==> config.mk <==
export PLATFORM = sky130hd
export DESIGN_NAME = addsub_pipe
export DESIGN_NICKNAME = d
export VERILOG_FILES = /design/src/rtl/alu_pkg.sv /design/src/rtl/fa.sv /design/src/rtl/rca_seg.sv /design/src/rtl/addsub_pipe.sv
export SDC_FILE = /design/constraint.sdc
export NUM_CORES = 1
export LEC_CHECK = 0
export CAP_MARGIN = 20
export CORE_ASPECT_RATIO = 0.9
export CORE_MARGIN = 4
export CORE_UTILIZATION = 45
export DETAILED_ROUTE_END_ITERATION = 16
export GPL_ROUTABILITY_DRIVEN = 0
export PLACE_DENSITY = 0.73
export SLEW_MARGIN = 20
export SYNTH_ARGS = -nofsm -noshare
export SYNTH_HDL_FRONTEND = slang
export SYNTH_SLANG_ARGS = --single-unit
==> constraint.sdc <==
create_clock -name clock -period 14.7 [get_ports clock]
set_input_delay 2.94 -clock clock [delete_from_list [all_inputs] [get_ports clock]]
set_output_delay 2.94 -clock clock [all_outputs]
set_load 0.05 [all_outputs]
==> src/rtl/alu_pkg.sv <==
// alu_pkg: shared ALU datapath defaults and operation encoding
package alu_pkg;
  localparam int DEF_WIDTH = 32;
  localparam int DEF_SEG = 16;
  typedef enum logic {OP_ADD = 1'b0, OP_SUB = 1'b1} op_e;
endpackage

==> src/rtl/fa.sv <==
// fa: single-bit full adder
module fa (
  input  logic a,
  input  logic b,
  input  logic ci,
  output logic s,
  output logic co
);
  assign s = a ^ b ^ ci;
  assign co = (a & b) | (ci & (a ^ b));
endmodule

==> src/rtl/rca_seg.sv <==
// rca_seg: SEG-bit ripple-carry segment exposing carry-out and carry into its MSB
module rca_seg #(
  parameter int SEG = 16
) (
  input  logic [SEG-1:0] a,
  input  logic [SEG-1:0] b,
  input  logic           ci,
  output logic [SEG-1:0] s,
  output logic           co,
  output logic           cm
);
  logic [SEG:0] c;
  assign c[0] = ci;
  for (genvar i = 0; i < SEG; i++) begin : g_bit
    fa u_fa (.a(a[i]), .b(b[i]), .ci(c[i]), .s(s[i]), .co(c[i+1]));
  end
  assign co = c[SEG];
  assign cm = c[SEG-1];
endmodule

==> src/rtl/addsub_pipe.sv <==
// addsub_pipe: segmented pipelined add/sub with carry, overflow and zero flags behind valid/ready
module addsub_pipe
  import alu_pkg::*;
#(
  parameter int WIDTH = DEF_WIDTH,
  parameter int SEG = DEF_SEG
) (
  input  logic             clock,
  input  logic             reset,
  input  logic             in_valid,
  output logic             in_ready,
  input  logic [WIDTH-1:0] a,
  input  logic [WIDTH-1:0] b,
  input  logic             sub,
  input  logic             cin,
  output logic             out_valid,
  input  logic             out_ready,
  output logic [WIDTH-1:0] sum,
  output logic             cout,
  output logic             overflow,
  output logic             zero
);
  localparam int STAGES = WIDTH / SEG;
  logic adv;
  logic vld [STAGES];
  logic cy [STAGES];
  logic [WIDTH-1:0] av [STAGES];
  logic [WIDTH-1:0] bv [STAGES];
  logic [WIDTH-1:0] sv [STAGES];
  logic [WIDTH-1:0] ns [STAGES];
  logic [SEG-1:0] ss [STAGES];
  logic sc [STAGES];
  logic sm [STAGES];
  assign adv = !out_valid || out_ready;
  assign in_ready = adv;
  for (genvar k = 0; k < STAGES; k++) begin : g_stage
    rca_seg #(.SEG(SEG)) u_seg (
      .a(av[k][k*SEG +: SEG]),
      .b(bv[k][k*SEG +: SEG]),
      .ci(cy[k]),
      .s(ss[k]),
      .co(sc[k]),
      .cm(sm[k])
    );
  end
  // operands ride along full width; finished segments are merged into the partial sum
  always_comb begin
    for (int k = 0; k < STAGES; k++) begin
      ns[k] = sv[k];
      ns[k][k*SEG +: SEG] = ss[k];
    end
  end
  always_ff @(posedge clock) begin
    if (reset) begin
      for (int k = 0; k < STAGES; k++) vld[k] <= 1'b0;
      out_valid <= 1'b0;
      sum <= '0;
      cout <= 1'b0;
      overflow <= 1'b0;
      zero <= 1'b0;
    end else if (adv) begin
      vld[0] <= in_valid;
      av[0] <= a;
      bv[0] <= (op_e'(sub) == OP_SUB) ? ~b : b;
      cy[0] <= (op_e'(sub) == OP_SUB) ? 1'b1 : cin;
      sv[0] <= '0;
      for (int k = 1; k < STAGES; k++) begin
        vld[k] <= vld[k-1];
        av[k] <= av[k-1];
        bv[k] <= bv[k-1];
        cy[k] <= sc[k-1];
        sv[k] <= ns[k-1];
      end
      out_valid <= vld[STAGES-1];
      sum <= ns[STAGES-1];
      cout <= sc[STAGES-1];
      overflow <= sm[STAGES-1] ^ sc[STAGES-1];
      zero <= ~|ns[STAGES-1];
    end
  end
endmodule

# Word-level counts from Yosys, hierarchy flattened
# Memories as Yosys holds them, arrays and structs flattened. A register that Yosys moved wholly into a read port is not among the register bits.
# Cells that the tools add are included.
dict set report classes {
  n_mux 9
  bitwise 164
  reduce_logical 4
}
# op n
set op_table {}
lappend op_table {{$xor 1x1->1} 65}
lappend op_table {{$and 1x1->1} 64}
lappend op_table {{$or 1x1->1} 34}
lappend op_table {{$mux 32} 1}
lappend op_table {{$not 32->32} 1}
lappend op_table {{$reduce_or 32->1} 1}
lappend op_table {{$mux 1} 8}
lappend op_table {{$logic_not 1->1} 2}
lappend op_table {{$logic_or 1x1->1} 1}
dict set report totals {
  input_bits 70
  output_inout_bits 37
  n_memories 5
  elab_cells 186
  reg_bits 35
  mem_bits_rw 196
}
# memory words word_bits rd rd_ports_with_merged_regs write_ports line_no
set memory_table {}
lappend memory_table {av 2 32 2 0 2 addsub_pipe.sv:27} ;# logic [WIDTH-1:0] av [STAGES];
lappend memory_table {bv 2 32 2 0 2 addsub_pipe.sv:28} ;# logic [WIDTH-1:0] bv [STAGES];
lappend memory_table {sv 2 32 2 0 2 addsub_pipe.sv:29} ;# logic [WIDTH-1:0] sv [STAGES];
lappend memory_table {cy 2 1 2 0 2 addsub_pipe.sv:26} ;# logic cy [STAGES];
lappend memory_table {vld 2 1 2 1 2 addsub_pipe.sv:25} ;# logic vld [STAGES];

# Logic depth before layout (Yosys ltp)
# Gate-level depths: netlist of run 1.
dict set report logic_depth {
  ltp_word 34
  depth_mapped 22
  depth_no_buf 22
}

# Hierarchy
# A second synthesis of run 1 with hierarchy kept.
dict set report hier_totals {
  hier_cells 354
  area_unflattened_um2 5816.8
}
# mod instances cells_each seq_area_each_um2 area_each_um2
set by_module_without_submodules {}
lappend by_module_without_submodules {addsub_pipe 1 322 4204.0 5176.2}
lappend by_module_without_submodules {fa 32 1 0.0 20.0}

# Least setup slack after synthesis of run 1
# No wires, ideal clock.
dict set report synth_timing {
  kind {input to register}
  startpoint {in out_ready}
  endpoint {mem vld[0], data pin}
  stages 4
  setup_ps 168
  arrival_ps 8354
  slack_ps 6178
  n_path_buf 1
  required_time_ps 14532
  path_cell_list {nor2b_4 > buf_6 > nor2_1 > and2_1}
}
# item line_no
set synth_rtl {}
lappend synth_rtl {{from (decl)} addsub_pipe.sv:17} ;# input logic out_ready,
lappend synth_rtl {{to (decl)} addsub_pipe.sv:25}

==> key figures, run 1 <==
Worst setup path
  – Critical path required time: 15.02 ns
  – Slowest stage cell, crit path: fa_1
  – Delay-heaviest family, CP: adder cells
  – CP most frequent cell: fa_1
  – Crit start category: flip-flop
  – Crit path buf inv count: 3
  – Setup CP Type: reg2reg
  – Worst setup EP type: flip-flop
  – Critical Path AT: 8.81 ns
  – Cell Chain, Critical Path: inv_1 -> fa_1 -> fa_1 -> fa_1 -> fa_1 -> fa_1 -> fa_1 -> fa_1 -> fa_1 -> fa_1 -> fa_1 -> fa_1 -> fa_1 -> fa_1 -> inv_1 -> fa_1 -> fa_1 -> inv_1 -> fa_1 -> nand4b_1 -> or4_1 -> o41ai_2
  – CP Max Fanout: 2
  – CP max stage delay: about 0.56 ns

Floorplan
  – Placeable Area: 0.01283 sq mm
  – Chip width: 129.2 um
  – IO Pins: 107
  – Initial Utilization: 46.34%
  – Die Ht: 117.1 um
  – Area of the die: 0.01512 sq mm
  – Rows: 39

Clock network
  – Root Driver: clkbuf_16
  – Clock buffer count from CTS: 17
  – Post-CTS setup buffers: 0
  – Clk slew on worst S/H paths: 0.06 ns
  – Hold_buf cts: 0
  – Worst-Skew Late Latency: slightly above 0.4 ns
  – H-tree depth: 4
  – Clock Tree Buf Depth: 2
  – CTS tree: done
  – Clk sinks: approximately 150
  – Post-CTS sizing: 0

Logic synthesis
  – Ys Warns: 0
  – Synthesized area: between 0.005 and 0.006 sq mm
  – Mapped Avg Cell Area: 15.57 sq um
  – Post-Syn Instances: 382
  – Post-synthesis register bit count: 152
  – Distinct cells, synth: 26
  – Syn_nets: 484
  – Sequential share of the synthesized area: 70.69%

Global routing
  – Gr usage total: 14.55%
  – Initial antenna violation count: 0
  – Pin count of the biggest net entering global routing: 81
  – Vias in the first global route: 3432
  – Global route overflow: 0
  – First-pass GRT wire length: 16370 um

Timing
  – Final Hold Fails: 0
  – Worst-Margin Slew: 0.9655 ns
  – FMAX: 117.8 MHz
  – Clock period minus worst slack: 8.492 ns
  – Setup violators final: 0
  – Max Clock Skew: 0.007447 ns
  – Period utilization: 57.77%
  – Max-slew violations: 0
  – Setup TNS: 0 ns
  – RSZ-0062 raised after global routing: no
  – Relative slew slack: 35.64%

Routing
  – 1st-pass router iterations: 4
  – DR WL/cell: 15.35 um
  – Final WL: 10270 um
  – Iteration-0 DRC Markers: 204
  – Antenna Nets Post-Route: 0
  – Drt drc: 0
  – Total number of vias: 3132
  – Via density: ~4.7

Final layout
  – Final instance area: 0.007699 sq mm
  – Antenna diode count: 0
  – Area Growth Syn to Fin: 29.46%
  – Fill cells: between 900 and 1000
  – Net count, final: 595
  – Layout cells sized above 1: 7.129%

Placement
  – Port Buf Inserts: approximately 110
  – Post-Place Cell Area: roughly 0.007 sq mm
  – Post-DP HPWL: 7463 um

Power and ir drop
  – VDD IR-drop max: 79.38 uV
  – Cell Pwr Density: 143.6 mW/mm^2
  – Leakage: 2.918 nW

Hold path
  – Worst min-delay path category: reg2reg

Job
  – Max-cap violation count: 0

Status
  – Status: finished, final reports clean
-- placed cells by master (no fill, tap or decap), drive strengths merged --
| master | n |
|---|---|
| nand4 | 3 |
| bufinv | 2 |
| clkinvlp | 3 |
| a211oi | 15 |
| nor2 | 18 |
| xor2 | 32 |
| fa | 32 |
| or4 | 1 |
| o41ai | 1 |
| a21oi | 19 |
| nor2b | 1 |
| nand3b | 1 |
| buf | 3 |
| xnor2 | 1 |
| clkinv | 6 |
| nand2 | 38 |
| inv | 44 |
| clkdlybuf4s50 | 105 |
| dfxtp | 36 |
| or2 | 1 |
| nand4b | 2 |
| nand2b | 1 |
| edfxtp | 116 |
| and2 | 2 |
| nor4 | 4 |
| clkbuf | 18 |
-- stage by stage --
step           hold WS (ns)  setup slack (ns)  cells  total power [mW]  utilization [%]
2_1_floorplan        0.4003             6.179    382            0.6386                -
3_3_place_gp         0.4056             6.261    638            0.7034            55.63
3_5_place_dp         0.4045             6.161    638            0.7096            55.63
4_1_cts              0.4194             6.137    669             1.116            59.99
5_1_grt              0.4231             5.823    669             1.151            59.99
6_report             0.4170             6.208    669             1.105            59.99
-- sequential cells by signal, summed over array words and instances, names as in the netlist --
register and cells:
av 48, bv 48, sum 32, sv 16, cy 2, vld 2, cout 1, out_valid 1
overflow 1, zero 1
-- layer usage --
metal / global-route usage (%) / share of wire [%] / routed length [um]
met4: 7.768 / 2.5 / 258
met5: 0 / 0 / 0
met1: 18.63 / 44 / 4543
met2: 23.03 / 48 / 4944
met3: 3.766 / 5.1 / 519
-- power breakdown --
part | internal [mW] | leakage (nW) | switching, mW
clock | 0.247 | 0.265 | 0.159
combinational | 0.0679 | 1.22 | 0.100
sequential | 0.511 | 1.43 | 0.0194
-- cell usage after synthesis, drive strengths merged --
cell type | instances | area (sq um)
inv | 42 | 157.7
nor2 | 18 | 67.56
buf | 7 | 47.54
fa | 32 | 640.6
and2 | 2 | 12.51
or2 | 1 | 6.260
or4 | 1 | 7.510
xor2 | 32 | 280.3
nand4 | 3 | 33.78
nor2b | 1 | 13.76
nand3b | 1 | 7.510
xnor2 | 1 | 8.760
nand2b | 1 | 6.260
a211oi | 15 | 112.6
edfxtp | 116 | 3483
clkbuf | 9 | 43.79
nand4b | 2 | 17.52
nor4 | 4 | 25.02
dfxtp | 36 | 720.7
nand2 | 38 | 142.6
o41ai | 1 | 16.27
a21oi | 19 | 95.09
-- final cells by class --
type	instances	area, sq um	area share, %
repair buffers	108	1071	13.91
multi-input cells	172	1501	19.50
flip-flops and latches	152	4204	54.61
clock inverters	13	130.1	1.690
inverters	42	157.7	2.048
clock buffers	18	429.2	5.575
well taps	164	205.2	2.665
-- cells by family after synthesis --
family | count (synthesis) | synth area share, %
simple gates | 72 | 5.723
fa+ha+maj | 32 | 10.77
compound gates | 35 | 3.766
flops | 152 | 70.69
buf+inv | 58 | 4.187
xor+xnor | 33 | 4.860
-- final timing paths --
check	cells after the start	slack (ns)	to	start
worst min register to register	0	0.42	av[0][53]$_DFFE_PP_	av[0][21]$_DFFE_PP_
worst min-delay path	0	0.42	av[0][53]$_DFFE_PP_	av[0][21]$_DFFE_PP_
worst max-delay path	22	6.21	zero$_SDFFE_PP0P_	av[0][48]$_DFFE_PP_
worst max register to register	22	6.21	zero$_SDFFE_PP0P_	av[0][48]$_DFFE_PP_
Note: power is estimated with default switching activity, not from simulation.
==> run 2: changes to the inputs <==
Clock period 14.7 ns to 8.91 ns, I/O delays scaled along.
==> key figures, run 2 (same netlist as run 1, synthesis figures left out) <==
Status
  – Status: finished, final reports clean

Worst setup path
  – Worst setup EP type: flip-flop
  – CP max stage delay: 0.55 ns (about the same)
  – Critical path required time: 9.22 ns (-5.80 ns)
  – Crit start category: flip-flop
  – CP most frequent cell: fa_1
  – Critical Path AT: 8.75 ns (-0.06 ns)
  – CP Max Fanout: 2 (unchanged)
  – Delay-heaviest family, CP: adder cells
  – Crit path buf inv count: 3 (unchanged)
  – Cell Chain, Critical Path: inv_1 -> fa_1 -> fa_2 -> fa_1 -> fa_1 -> fa_1 -> fa_2 -> fa_1 -> fa_1 -> fa_1 -> fa_1 -> fa_1 -> fa_1 -> fa_1 -> inv_1 -> fa_1 -> fa_1 -> inv_1 -> fa_1 -> nand4b_1 -> or4_1 -> o41ai_2
  – Slowest stage cell, crit path: fa_1
  – Setup CP Type: reg2reg

Floorplan
  – Area of the die: 0.01512 sq mm (unchanged)
  – Chip width: 129.2 um (unchanged)
  – Initial Utilization: 46.34% (unchanged)
  – Die Ht: 117.1 um (unchanged)
  – IO Pins: 107 (unchanged)
  – Rows: 39 (unchanged)
  – Placeable Area: 0.01283 sq mm (unchanged)

Clock network
  – Post-CTS sizing: 0 (unchanged)
  – Worst-Skew Late Latency: 0.42 ns (about the same)
  – H-tree depth: 4 (unchanged)
  – Post-CTS setup buffers: 0 (unchanged)
  – Hold_buf cts: 0 (unchanged)
  – Root Driver: clkbuf_16
  – CTS tree: done
  – Clk slew on worst S/H paths: 0.06 ns (about the same)
  – Clk sinks: 152 (unchanged)
  – Clock Tree Buf Depth: 2 (unchanged)
  – Clock buffer count from CTS: 17 (unchanged)

Hold path
  – Worst min-delay path category: reg2reg

Timing
  – Setup violators final: 0 (unchanged)
  – Clock period minus worst slack: 8.438 ns (-0.05389 ns)
  – Worst-Margin Slew: 0.9598 ns (-0.005676 ns)
  – Max Clock Skew: 0.01313 ns (+0.005687 ns)
  – FMAX: 118.5 MHz (+0.64%)
  – Relative slew slack: 35.86% (+0.23 points)
  – RSZ-0062 raised after global routing: no
  – Period utilization: 94.71% (+37 points)
  – Setup TNS: 0 ns (unchanged)
  – Final Hold Fails: 0 (unchanged)
  – Max-slew violations: 0 (unchanged)

Global routing
  – Vias in the first global route: 3299 (-3.9%)
  – Global route overflow: 0 (unchanged)
  – Gr usage total: 14.80% (+0.25 points)
  – First-pass GRT wire length: 16510 um (+0.89%)
  – Pin count of the biggest net entering global routing: 81 (unchanged)
  – Initial antenna violation count: 0 (unchanged)

Routing
  – Antenna Nets Post-Route: 0 (unchanged)
  – 1st-pass router iterations: 4 (unchanged)
  – Total number of vias: 3144 (+0.38%)
  – Final WL: 10340 um (+0.68%)
  – DR WL/cell: 15.43 um (+0.53%)
  – Via density: 4.693 (+0.23%)
  – Drt drc: 0 (unchanged)
  – Iteration-0 DRC Markers: 232 (+14%)

Final layout
  – Commonest non-fill, non-tap cell in the layout: edfxtp_1
  – Layout cells sized above 1: 8.300% (+1.2 points)
  – Most frequent cells in the layout: edfxtp_1 (116), clkdlybuf4s50_1 (105), inv_1 (41), nand2_1 (38), dfxtp_1 (36)
  – Area of the multi-input gates: 0.001506 sq mm (+0.33%)
  – Fin cells: 670 (+0.15%)
  – Area Growth Syn to Fin: 30.07%
  – Largest regs: av (48), bv (48), sum (32)
  – Reg area: 0.004204 sq mm (unchanged)
  – Net count, final: 595 (unchanged)
  – Fill cells: 1003 (+2.2%)
  – Antenna diode count: 0 (unchanged)

Placement
  – Post-DP HPWL: 7517 um (+0.72%)
  – Placed Cells: 638 (unchanged)
  – Port Buf Inserts: 106 (unchanged)

Power and ir drop
  – VDD IR-drop max: 161.6 uV (+100%)
  – Leakage: 2.916 nW (about the same)
  – Cell Pwr Density: 238.6 mW/mm^2 (+66%)

Job
  – Max-cap violation count: 0 (unchanged)
-- run 2: worst paths after layout --
path / startpoint / endpoint / slack (ns) / cells after the start
setup reg to reg: av[0][48]$_DFFE_PP_ / zero$_SDFFE_PP0P_ / 0.47 / 22
hold reg to reg: av[0][16]$_DFFE_PP_ / av[0][48]$_DFFE_PP_ / 0.42 / 0
hold / removal: av[0][16]$_DFFE_PP_ / av[0][48]$_DFFE_PP_ / 0.42 / 0
setup / recovery: av[0][48]$_DFFE_PP_ / zero$_SDFFE_PP0P_ / 0.47 / 22
-- run 2: final cells by class --
class | count | share of cell area, %
sequential | 152 | 54.35
multi-input combinational | 172 | 19.48
clock buffer | 19 | 5.726
timing repair buffer | 108 | 13.85
inverter | 42 | 2.038
clock inverter | 13 | 1.909
tap | 164 | 2.653
-- run 2: metrics by stage --
| stage | area [sq um] | hold WS, ns | total power, mW | util, % | setup slack, ns |
|---|---|---|---|---|---|
| floorplan | 5947 | 0.4003 | 1.054 | - | 0.6958 |
| global placement | 7139 | 0.4056 | 1.160 | 55.63 | 0.4767 |
| detailed placement | 7139 | 0.4045 | 1.170 | 55.63 | 0.3488 |
| CTS | 7730 | 0.4189 | 1.867 | 60.23 | 0.2982 |
| global route | 7735 | 0.4266 | 1.930 | 60.27 | 0.04814 |
| finish | 7735 | 0.4178 | 1.846 | 60.27 | 0.4716 |
-- run 2: routing by layer --
| layer | GRT usage, % | part of all wire [%] | wire (um) | up-vias |
|---|---|---|---|---|
| met2 | 23.52 | 50 | 5139 | 91 |
| met3 | 4.492 | 6.0 | 624 | 12 |
| met1 | 19.13 | 43 | 4396 | 1518 |
| li1 | - | - | - | 1523 |
| met5 | 0 | 0 | 0 | - |
| met4 | 6.298 | 1.7 | 176 | 0 |
-- run 2: power by group --
part	switching (mW)	internal, mW
combinational	0.164	0.112
clock	0.273	0.421
sequential	0.0317	0.843
-- run 2: worst reg2reg max path, cell delays in order (launching register included) --
cell and delay (ns):
edfxtp_1 0.33, inv_1 0.06, fa_1 0.46, fa_2 0.42, fa_1 0.46, fa_1 0.47
fa_1 0.47, fa_2 0.44, fa_1 0.46, fa_1 0.46, fa_1 0.46, fa_1 0.46
fa_1 0.46, fa_1 0.48, fa_1 0.42, inv_1 0.09, fa_1 0.21, fa_1 0.22
inv_1 0.07, fa_1 0.55, nand4b_1 0.09, or4_1 0.52, o41ai_2 0.29
==> run 3: changes to the inputs <==
Settings changed: CORE_MARGIN 4 to 2.
==> key figures, run 3 (same netlist as run 1, synthesis figures left out) <==
Power and ir drop
  – Tot Pwr: 1.876 mW (+1.6%)
  – Cell Pwr Density: 241.5 mW/mm^2 (+1.2%)
  – Leakage: 2.959 nW (+1.5%)
  – VDD IR-drop max: 150.5 uV (-6.9%)

Worst setup path
  – Critical Path AT: 8.80 ns (+0.05 ns)
  – Slowest stage cell, crit path: fa_1
  – CP max stage delay: 0.56 ns (about the same)
  – Crit start category: flip-flop
  – CP Max Fanout: 2 (unchanged)
  – Crit path buf inv count: 3 (unchanged)
  – Critical path required time: 9.23 ns (about the same)
  – Setup CP Type: reg2reg
  – CP most frequent cell: fa_1
  – Cell Chain, Critical Path: inv_1 -> fa_1 -> fa_1 -> fa_1 -> fa_1 -> fa_1 -> fa_2 -> fa_1 -> fa_1 -> fa_1 -> fa_1 -> fa_1 -> fa_1 -> fa_1 -> inv_1 -> fa_1 -> fa_1 -> inv_1 -> fa_1 -> nand4b_1 -> or4_1 -> o41ai_2
  – Worst setup EP type: flip-flop
  – Delay-heaviest family, CP: adder cells

Timing
  – Final Hold Fails: 0 (unchanged)
  – Relative slew slack: 37.09% (+1.2 points)
  – RSZ-0062 raised after global routing: no
  – Setup TNS: 0 ns (unchanged)
  – Max Clock Skew: 0.006616 ns (-0.006518 ns)
  – Worst-Margin Slew: 0.9437 ns (-0.01608 ns)
  – Setup violators final: 0 (unchanged)
  – FMAX: 118.0 MHz (-0.46%)
  – Max-slew violations: 0 (unchanged)
  – Clock period minus worst slack: 8.478 ns (+0.03915 ns)
  – Period utilization: 95.15% (+0.44 points)
  – PnR worst setup slack: 0.4324 ns (-0.03915 ns)

Floorplan
  – Initial Utilization: 46.52% (+0.18 points)
  – Placeable Area: 0.01278 sq mm (-0.38%)
  – Area of the die: 0.01415 sq mm (-6.4%)
  – Die Ht: 113.1 um (-3.4%)
  – Chip width: 125.2 um (-3.1%)
  – IO Pins: 107 (unchanged)
  – Rows: 39 (unchanged)

Global routing
  – Gr usage total: 15.35% (+0.55 points)
  – First-pass GRT wire length: 16300 um (-1.3%)
  – Global route overflow: 0 (unchanged)
  – Vias in the first global route: 3297 (-0.061%)
  – Initial antenna violation count: 0 (unchanged)
  – Pin count of the biggest net entering global routing: 76 (-6.2%)

Routing
  – 1st-pass router iterations: 4 (unchanged)
  – M1 WL: 4553 um (+3.6%)
  – Iteration-0 DRC Markers: 199 (-14%)
  – Routed length on met2: 4805 um (-6.5%)
  – DR WL/cell: 15.13 um (-1.9%)
  – Via density: 4.703 (+0.23%)
  – Drt drc: 0 (unchanged)
  – Met3 WL: 622 um (-0.32%)
  – Total number of vias: 3156 (+0.38%)
  – Antenna Nets Post-Route: 0 (unchanged)
  – Top sig layer: met4
  – Final WL: 10150 um (-1.8%)

Clock network
  – Clock buffer count from CTS: 17 (unchanged)
  – Clk sinks: 152 (unchanged)
  – H-tree depth: 4 (unchanged)
  – Clk slew on worst S/H paths: 0.06 ns (about the same)
  – CTS tree: done
  – Hold_buf cts: 0 (unchanged)
  – Worst-Skew Late Latency: 0.42 ns (about the same)
  – Root Driver: clkbuf_16
  – Clock Tree Buf Depth: 2 (unchanged)

Final layout
  – Commonest non-fill, non-tap cell in the layout: edfxtp_1
  – Net count, final: 596 (+0.17%)
  – Most frequent cells in the layout: edfxtp_1 (116), clkdlybuf4s50_1 (105), inv_1 (41), nand2_1 (38), dfxtp_1 (36)
  – Antenna diode count: 0 (unchanged)
  – Layout cells sized above 1: 7.692% (-0.61 points)
  – Largest regs: av (48), bv (48), sum (32)
  – Area Growth Syn to Fin: 30.63%
  – Final instance area: 0.007769 sq mm (+0.44%)

Placement
  – Post-DP HPWL: 7103 um (-5.5%)
  – Port Buf Inserts: 106 (unchanged)
  – Worst slack at placement: 0.3242 ns (-0.02456 ns)
  – Post-Place Cell Area: 0.007139 sq mm (unchanged)

Status
  – Status: finished, final reports clean

Hold path
  – Worst min-delay path category: reg2reg

Job
  – Max-cap violation count: 0 (unchanged)
## run 3: per-stage QoR
step	utilization, %	hold WS [ns]	instances
finish	60.77	0.4140	671
global route	60.77	0.4220	671
CTS	60.59	0.4128	670
detailed placement	55.84	0.4045	638
global placement	55.84	0.4039	638
floorplan	-	0.4003	382
## run 3: what timing repair did
| action | CTS | global route |
|---|---|---|
| setup buffers | 0 | 0 |
| endpoints found under the setup margin | 0 | 1 |
| resized for setup | 0 | 1 |
## run 3: final timing paths
path	slack [ns]	startpoint	endpoint	cells after the start
max reg2reg	0.43	av[0][48]$_DFFE_PP_	zero$_SDFFE_PP0P_	22
min	0.41	bv[0][30]$_DFFE_PP_	bv[0][62]$_DFFE_PP_	0
min reg2reg	0.41	bv[0][30]$_DFFE_PP_	bv[0][62]$_DFFE_PP_	0
max	0.43	av[0][48]$_DFFE_PP_	zero$_SDFFE_PP0P_	22
## run 3: power breakdown
group	switching [mW]	internal (mW)
clock network	0.267	0.457
registers	0.0316	0.843
logic	0.164	0.113
total	0.463	1.41
## run 3: final cells by class
cell class,count,area [sq um]
clock buffer,22,464.2
clock inverter,10,142.6
fill,949,5016
inverter,42,157.7
multi-input combinational,172,1504
sequential,152,4204
tap,164,205.2
timing repair buffer,109,1091
## run 3: routing by layer
| metal | track usage (%) | vias up |
|---|---|---|
| li1 | - | 1525 |
| met1 | 20.28 | 1519 |
| met2 | 23.37 | 94 |
| met3 | 5.390 | 18 |
| met4 | 6.593 | 0 |
| met5 | 0 | - |
